$ cat config.mk
export PLATFORM = sky130hd
export DESIGN_NAME = sub_serial
export DESIGN_NICKNAME = d
export VERILOG_FILES = /design/src/rtl/sub_serial.sv
export SDC_FILE = /design/constraint.sdc
export NUM_CORES = 1
export LEC_CHECK = 0
export BUFFER_PORTS_ARGS = -buffer_cell sky130_fd_sc_hd__buf_2
export CAP_MARGIN = 15
export CORE_MARGIN = 4
export CORE_UTILIZATION = 56
export CTS_CLUSTER_DIAMETER = 80
export DETAILED_ROUTE_END_ITERATION = 12
export GPL_ROUTABILITY_DRIVEN = 0
export PLACE_DENSITY = 0.92
export SYNTH_ARGS = -nofsm -noshare
export SYNTH_HDL_FRONTEND = slang
export SYNTH_SLANG_ARGS = --single-unit
$ cat constraint.sdc
create_clock -name clk -period 2.1 [get_ports clk]
set_input_delay 0.105 -clock clk [delete_from_list [all_inputs] [get_ports clk]]
set_output_delay 0.105 -clock clk [all_outputs]
set_load 0.01 [all_outputs]
$ cat src/rtl/sub_serial.sv
// Bit-serial subtractor: d = a - b - bi, one bit per clock, LSB first, with
// a single borrow flip-flop and a start/busy/done handshake.
//
// Ports:
//   clk    - system clock, all state updates on the rising edge
//   rst    - synchronous active-high reset
//   start  - request, sampled only while idle
//   a, b   - minuend / subtrahend, latched when start is accepted
//   bi     - borrow-in, latched when start is accepted
//   d, bo  - difference / borrow-out, updated on entry to the done cycle and
//            held until the next done
//   busy   - high while bits are being processed
//   done   - one-cycle pulse, result valid
//   ovf    - two's-complement overflow, present only with SUB_SERIAL_OVF_EN
//
// Optional feature macro: SUB_SERIAL_OVF_EN (adds the ovf output).
module sub_serial #(
    parameter int unsigned WIDTH = 4
) (
    input  logic             clk,
    input  logic             rst,
    input  logic             start,
    input  logic [WIDTH-1:0] a,
    input  logic [WIDTH-1:0] b,
    input  logic             bi,
    output logic [WIDTH-1:0] d,
    output logic             bo,
    output logic             busy,
    output logic             done
`ifdef SUB_SERIAL_OVF_EN
    ,
    output logic             ovf
`endif
);

    localparam int unsigned CntW = $clog2(WIDTH);
    localparam logic [CntW-1:0] LastCnt = CntW'(WIDTH - 1);

    typedef enum logic [1:0] {
        StIdle,
        StRun,
        StDone
    } state_e;

    state_e           state_q, state_d;
    logic [WIDTH-1:0] a_sr_q, a_sr_d;
    logic [WIDTH-1:0] b_sr_q, b_sr_d;
    logic [WIDTH-1:0] r_sr_q, r_sr_d;
    logic             br_q, br_d;
    logic [CntW-1:0]  cnt_q, cnt_d;
    logic [WIDTH-1:0] d_q, d_d;
    logic             bo_q, bo_d;
`ifdef SUB_SERIAL_OVF_EN
    logic             ovf_q, ovf_d;
`endif

    logic x, y, diff_bit, br_new;

    always_comb begin
        state_d = state_q;
        a_sr_d  = a_sr_q;
        b_sr_d  = b_sr_q;
        r_sr_d  = r_sr_q;
        br_d    = br_q;
        cnt_d   = cnt_q;
        d_d     = d_q;
        bo_d    = bo_q;
`ifdef SUB_SERIAL_OVF_EN
        ovf_d   = ovf_q;
`endif

        x        = a_sr_q[0];
        y        = b_sr_q[0];
        diff_bit = x ^ y ^ br_q;
        br_new   = (~x & y) | (~(x ^ y) & br_q);

        case (state_q)
            StIdle: begin
                if (start) begin
                    a_sr_d  = a;
                    b_sr_d  = b;
                    br_d    = bi;
                    cnt_d   = '0;
                    state_d = StRun;
                end
            end
            StRun: begin
                r_sr_d = {diff_bit, r_sr_q[WIDTH-1:1]};
                a_sr_d = a_sr_q >> 1;
                b_sr_d = b_sr_q >> 1;
                br_d   = br_new;
                cnt_d  = cnt_q + CntW'(1);
                if (cnt_q == LastCnt) begin
                    // On the last bit x/y are the operand MSBs and diff_bit is the
                    // result MSB, so the outputs can be loaded straight from here.
                    d_d     = {diff_bit, r_sr_q[WIDTH-1:1]};
                    bo_d    = br_new;
`ifdef SUB_SERIAL_OVF_EN
                    ovf_d   = (x ^ y) & (x ^ diff_bit);
`endif
                    state_d = StDone;
                end
            end
            StDone: begin
                state_d = StIdle;
            end
            default: begin
                state_d = StIdle;
            end
        endcase
    end

    always_ff @(posedge clk) begin
        if (rst) begin
            state_q <= StIdle;
            a_sr_q  <= '0;
            b_sr_q  <= '0;
            r_sr_q  <= '0;
            br_q    <= 1'b0;
            cnt_q   <= '0;
            d_q     <= '0;
            bo_q    <= 1'b0;
`ifdef SUB_SERIAL_OVF_EN
            ovf_q   <= 1'b0;
`endif
        end else begin
            state_q <= state_d;
            a_sr_q  <= a_sr_d;
            b_sr_q  <= b_sr_d;
            r_sr_q  <= r_sr_d;
            br_q    <= br_d;
            cnt_q   <= cnt_d;
            d_q     <= d_d;
            bo_q    <= bo_d;
`ifdef SUB_SERIAL_OVF_EN
            ovf_q   <= ovf_d;
`endif
        end
    end

    assign d    = d_q;
    assign bo   = bo_q;
    assign busy = (state_q == StRun);
    assign done = (state_q == StDone);
`ifdef SUB_SERIAL_OVF_EN
    assign ovf  = ovf_q;
`endif

endmodule

; Word-level counts from Yosys, hierarchy flattened
; Index checks and enable logic that the tools add are counted.
[op_classes]
add_sub_neg = 1
reduce_logical = 5
mux = 11
n_eq_ne = 5
n_bitwise = 7
[op_table]
columns = op, n
row1 = case mux 4 bit (2 select lines), 2
row2 = 2-to-1 mux 4 bit, 2
row3 = case mux 2 bit (2 select lines), 2
row4 = 2-to-1 mux 2 bit, 3
row5 = AND reduction 2 bit, 3
row6 = "equality test 2 bit, second input constant", 2
row7 = "adder 2 x 1 -> 2 bit, second input constant", 1
row8 = AND 1 bit, 2
row9 = "equality test 2 x 1 -> 1 bit, second input constant", 1
row10 = zero test 2 bit, 1
row11 = "inequality test 2 x 1 -> 1 bit, second input constant", 1
row12 = "inequality test 2 bit, second input constant", 1
row13 = NOT 1 bit, 2
row14 = case mux 1 bit (2 select lines), 1
row15 = nonzero test 2 bit, 1
row16 = XOR 1 bit, 2
row17 = 2-to-1 mux 1 bit, 1
row18 = bitwise OR 1 bit, 1
[totals]
out_inout_bits = 7
in_bits = 12
regBits = 22
word_cells = 37

; Depth between registers and ports, before layout
; Gate-level depths: netlist (run 1).
[depth]
word_depth = 5
mapped_depth = 5
ltp_nobuf = 5

; Worst setup path before layout (run 1)
; Ideal clock, no wire load.
[synth_path]
path_type = register to register
from = reg b_sr_q[0]
to = reg br_q
period_less_slack_ps = 1132
setup_time_ps = 81
path_stages_with_launch = 6
t_arrival_ps = 1051
setup_slack_ps = 968
n_path_buf = 0
required_ps = 2019
path_cell_list = dfxtp_1 -> inv_1 -> fa_1 -> inv_1 -> mux2i_1 -> a211oi_2
[synth_via]
elab_chain_len = 5
elab_cells_between_ends = 6
cone_classes = 1 x mux / 5 x bitwise
[synth_lines]
columns = item, line_no
row1 = start: declaration, 47  ; logic [WIDTH-1:0] b_sr_q, b_sr_d;
row2 = start signal: assignment, 129  ; b_sr_q <= b_sr_d;
row3 = XOR 1 bit, 75  ; br_new = (~x & y) | (~(x ^ y) & br_q);
row4 = NOT 1 bit, 75
row5 = AND 1 bit, 75
row6 = bitwise OR 1 bit (*), 75
row7 = case mux 1 bit (2 select lines) (*), 77  ; case (state_q)
row8 = end signal: assignment, 131  ; br_q <= br_d;
row9 = end: declaration, 49  ; logic br_q, br_d;
; Mark *: on every way between the ends. The rest lies on a longest branch, timed or not.
; A chain may end at the register's enable or synchronous reset.

; Worst setup path after layout (run 1)
[layout_path]
from = reg state_q[0]
to = out busy
[layout_via]
elab_chain_len = 1
[layout_lines]
columns = item, line_no
row1 = start: declaration, 45  ; state_e state_q, state_d;
row2 = start signal: assignment, 115  ; state_q <= StIdle;
row3 = start signal: assignment, 127  ; state_q <= state_d;
row4 = equality test 2 x 1 -> 1 bit, 143  ; assign busy = (state_q == StRun);
row5 = end: declaration, 28  ; output logic busy,
; No other way between the ends.

==> flow_summary.ini, run 1 <==
[global_route]
grt_pass1_wl_mm = 3.318
antenna_found_initial = 0
grt_max_degree = 22
grtUsageTotal_pct = 17.42
grt_pass1_vias = 730
grt.overflow.total = 0

[clocking]
ctsResizeCount = 0
cts_inserted_buffers = 3
cts_setup_buffers = 0
clockBufferDepth = 2
cts_hold_buf = 0
ctsRootBufferMaster = clkbuf_4
cts_max_level = 1
worst_setup_hold_path_clk_slew_ns = 0.11
clock-sinks = 21
clkLatencyLatePin_ns = 0.30
cts_tree = built

[drt]
drc = 0
drt_iter0_drc = 6
wl_per_cell_um = 14.65
vias = 719
routed_wl_mm = 1.831
antenna_left = 0
routed_via_density = 5.752
drt-pass1-iter-count = 4

[job]
max_cap_violations = 0

[setup_path]
crit_fanout = 11
crit_path_max_incr_delay_ns = 0.48
crit_slowest_cell = nor2b_2
crit_path_end_kind = output port
crit_family = simple AND/OR/NAND/NOR gates
worstSetupPathType = reg2out
cp_num_buf_inv = 1
startpoint_type = register
path_cells = nor2b_2 > buf_2
cp_data_required_time_ns = 2.00
arrival_ns = 1.42

[logic_synthesis]
synth_nets = 105
yosys_warnings = 0
syn_inst = 91
synth_cell_types = 22
postSynthAreaPerCell_um2 = 10.35
synth-seq-area-share_pct = 44.62
ys_ff_latch = 21
synth_area_um2 = 942.2

[timing]
setup_viol = 0
clock.fmax_mhz = 655.5
rsz0062_at_grt = false
finClkSkew_ns = 0.0006747
fin_ws_ns = 0.5745
setup_tns_ns = 0
final_max_slew_viol_count = 0
hold_violations = 0
timing.final.crit_period_ns = 1.526
whs_ns = 0.04088
tightest_slew_ns = 0.5058
finalCritPeriodShare_pct = 72.64
slew_headroom_pct = 66.13

[floorplanning]
die_area_um2 = 2402
core_um2 = 1541
ios = 19
std_cell_rows = 14
start_util_pct = 61.12
dieWidth_um = 49.02
die_h_um = 49.02

[finish]
drive_above_1_share_pct = 33.03
fin_cells = 125
nNetsFinal = 124
num_antenna_cells = 0
final_common_cell = dfxtp_1
syn_to_final_growth_pct = 10.09
mostFrequentLayoutCells = dfxtp_1 (21), buf_2 (18), nor2_1 (13)
final_util_pct = 67.29
finish.instance_area_um2 = 1037

[placement]
place_area_um2 = 1010
hpwl_mm = 1.368
dp_cells = 121
portBuffers = 18
dp_slack_ns = 0.8083

[status]
status = finished clean

[hold_path]
hold_path_class = in2reg

[power_and_ir_drop]
ir_worst_vdd_uv = 425.4
p_leak_nw = 0.4387
power.total_mw = 0.7418
p_per_area_nw_per_um2 = 715.2
==> worst reg2reg max path: stages, from the launching register on <==
cell	delay (ns)
dfxtp_1	0.41
buf_4	0.23
o21ba_4	0.32
nor2_1	0.10
a211oi_2	0.20
==> synthesized netlist by cell type (all sizes together) <==
library cell	n	share of area (%)
a211oi	8	11
a21oi	5	2.7
a22oi	3	2.4
buf	3	4.5
clkbuf	2	0.80
dfxtp	21	45
fa	1	2.1
ha	1	1.3
inv	4	1.6
mux2i	11	12
nand2	4	1.6
nand3	4	2.1
nand3b	1	0.80
nor2	16	7.2
nor2b	2	1.6
nor3	2	1.1
nor3b	1	0.80
o21ba	1	1.7
o21bai	1	0.80
==> cells by family (layout without fill, tap and decap cells) <==
family                     Yosys count  count (layout)  share of synthesized area (%)
and+or+nand+nor                     30              30                          15.14
DFF                                 21              21                          44.62
AOI/OAI and AO/OA                   18              18                          18.19
buffers and inverters                9              27                          6.905
adders and majority gates            2               2                          3.453
muxes                               11              11                          11.69
==> sequential cells by signal, indices dropped and copies added (netlist names) <==
register and flops:
a_sr_q 4, cnt_q 2, r_sr_q 3, br_q 1, b_sr_q 4, bo 1, d 4, state_q 2
==> worst paths after layout <==
check	start	endpoint	slack, ns	depth (start not counted)
min	a[3]	a_sr_q[3]	0.04	3
min reg2reg	d[0]	d[0]	0.46	2
max reg2reg	state_q[0]	b_sr_q[2]	0.77	4
max	state_q[0]	busy	0.57	2
==> routing by layer <==
metal / global-route usage, % / vias to the layer above / routed length (µm)
li1: - / 354 / -
met3: 3.364 / 2 / 80
met5: 0 / - / 0
met4: 6.726 / 0 / 14
met2: 30.00 / 20 / 957
met1: 21.05 / 343 / 779
==> cell type report <==
class                           count  area [µm²]
Sequential cell                    21       420.4
Clock inverter                      1       5.005
Inverter                            4       15.01
Timing Repair Buffer               19       97.59
Clock buffer                        3       22.52
Fill cell                         127       504.2
Tap cell                           16       20.02
Multi-Input combinational cell     61       456.7
==> report_power, final <==
group	internal, mW	switching [mW]	leakage [nW]	total (mW)
sequential	0.420	0.0159	0.172	0.435
clock	0.0711	0.122	0.0177	0.193
combinational	0.0506	0.0624	0.249	0.113
total	0.541	0.201	0.439	0.742
Note: power is estimated with default switching activity, not from simulation.
==> inputs of run 2 (changes only) <==
Settings changed: CORE_UTILIZATION 56 to 47, PLACE_DENSITY 0.92 to 0.84.
Clock period 2.1 ns to 1.4 ns, I/O delays scaled along.
==> run 2 against run 1 <==
Compared with the run above:
- clock skew is essentially flat
- sequential cell count is the same
- cell area grew 3.3%
- non-clock buffer count grew 3
- combinational power grew 50%
- register-to-register slack lost 0.60 ns
- sequential power grew 50%
- utilization shrank 8.5 points
- sequential share of layout area shrank 1.2 points
- worst hold slack lost 0.025 ns
==> flow_summary.ini, run 2 (synthesized netlist as in run 1, its figures left out) <==
[status]
status = finished clean

[clocking]
cts_hold_buf = 0
clockBufferDepth = 2
clock-sinks = 21
cts_setup_buffers = 0
cts_inserted_buffers = 3
cts_max_level = 1
ctsRootBufferMaster = clkbuf_4
worst_setup_hold_path_clk_slew_ns = 0.11
clkLatencyLatePin_ns = 0.30
cts_tree = built
ctsResizeCount = 0

[power_and_ir_drop]
p_int_mw = 0.8215
ir_worst_vdd_uv = 561.7
p_per_area_nw_per_um2 = 1036
p_switching_mw = 0.2882
power_frac_seq_pct = 58.9
p_leak_nw = 0.4516
p_clk_share_pct = 25.8
p_comb_share_pct = 15.3
p_sw_share_pct = 25.97

[global_route]
use_met2_pct = 25.62
grt_pass1_vias = 743
grt_pass1_wl_mm = 3.084
antenna_found_initial = 0
use_met1_pct = 17.04
grtUsageTotal_pct = 15.12
grt.overflow.total = 0
busiest_layer = met2
grt_max_degree = 22
grt_use_met3_pct = 3.134

[drt]
routed_via_density = 5.226
drc = 0
antenna_left = 0
wl_per_cell_um = 12.61
vias = 716
drt_iter0_drc = 22
routed_wl_mm = 1.728
drt-pass1-iter-count = 4

[timing]
final_max_slew_viol_count = 0
timing.final.crit_period_ns = 1.263
slew_headroom_pct = 70.15
setup_viol = 0
tightest_slew_ns = 0.4478
finClkSkew_ns = 0.001148
setup_tns_ns = 0
clock.fmax_mhz = 791.8
finalCritPeriodShare_pct = 90.22
hold_violations = 0
rsz0062_at_grt = false

[floorplanning]
die_h_um = 52.77
die_area_um2 = 2785
std_cell_rows = 15
core_um2 = 1821
start_util_pct = 51.75
ios = 19
dieWidth_um = 52.77

[finish]
syn_to_final_growth_pct = 13.68
nNetsFinal = 127
mostFrequentLayoutCells = dfxtp_1 (20), buf_2 (18), nor2_1 (13)
final_util_pct = 58.83
drive_above_1_share_pct = 34.82
num_antenna_cells = 0
final_common_cell = dfxtp_1

[setup_path]
crit_fanout = 11
cp_data_required_time_ns = 1.33
startpoint_type = register
crit_path_end_kind = output port
r2r_setup_slack_ns = 0.17
timing.rr.start = b_sr_q[0]
worstSetupPathType = reg2out
arrival_ns = 1.19
r2r-end = br_q
reg2regPathDepth = 5

[placement]
hpwl_mm = 1.305
portBuffers = 18

[hold_path]
holdPathEnd = b_sr_q[3]
hold_path_depth = 3
min_from = b[3]
hold_path_class = in2reg

[job]
max_cap_violations = 0
## run 2: cell count changes in the layout (fill, tap and decap cells not counted), sizes merged
cell,delta
clkbuf,+1
clkinv,-1
buf,+3
## run 2: power by group through the flow
| stage | Clock (mW) | Sequential [mW] | Combinational, mW |
|---|---|---|---|
| after floorplan | 0 | 0.660 | 0.141 |
| after global placement | 0 | 0.664 | 0.166 |
| after detailed placement | 0 | 0.667 | 0.170 |
| after CTS | 0.295 | 0.654 | 0.171 |
| after global routing | 0.324 | 0.659 | 0.189 |
| final | 0.287 | 0.654 | 0.169 |
## run 2: critical path, cell delays in order, from the launching register on
cell	delay, ns
dfxtp_2	0.41
nor2b_2	0.15
buf_4	0.18
buf_2	0.15
## run 2: worst max-delay path by stage
stage / start / end / slack (ns) / cells after the start
after floorplan: b_sr_q[0] / br_q / 0.27 / 5
after global placement: b_sr_q[0] / br_q / 0.21 / 5
after detailed placement: b_sr_q[0] / br_q / 0.20 / 5
after CTS: state_q[0] / busy / 0.03 / 3
after global routing: b_sr_q[0] / d[3] / 0.06 / 4
final: state_q[0] / busy / 0.14 / 3
## run 2: cell type report
type                            instances  area (µm²)
Multi-Input combinational cell         61       456.7
Sequential cell                        21       421.7
Fill cell                             164       749.5
Timing Repair Buffer                   22       120.1
Tap cell                               25       31.28
Inverter                                4       15.01
Clock buffer                            4       26.28
## run 2: routing by layer
layer,vias up,wire length (µm)
met4,0,42
met1,341,746
met3,5,77
met5,-,0
met2,16,862
li1,354,-
## run 2: through the flow
stage	power, mW	setup WS, ns	instances	instance area (µm²)	hold slack (ns)
2_1_floorplan	0.8011	0.2683	91	942.2	0.1493
3_3_place_gp	0.8298	0.2051	133	1044	0.3133
3_5_place_dp	0.8371	0.1975	133	1044	0.3254
4_1_cts	1.120	0.03344	137	1070	0.01071
5_1_grt	1.172	0.06159	137	1071	0.004824
6_report	1.110	0.1370	137	1071	0.01623
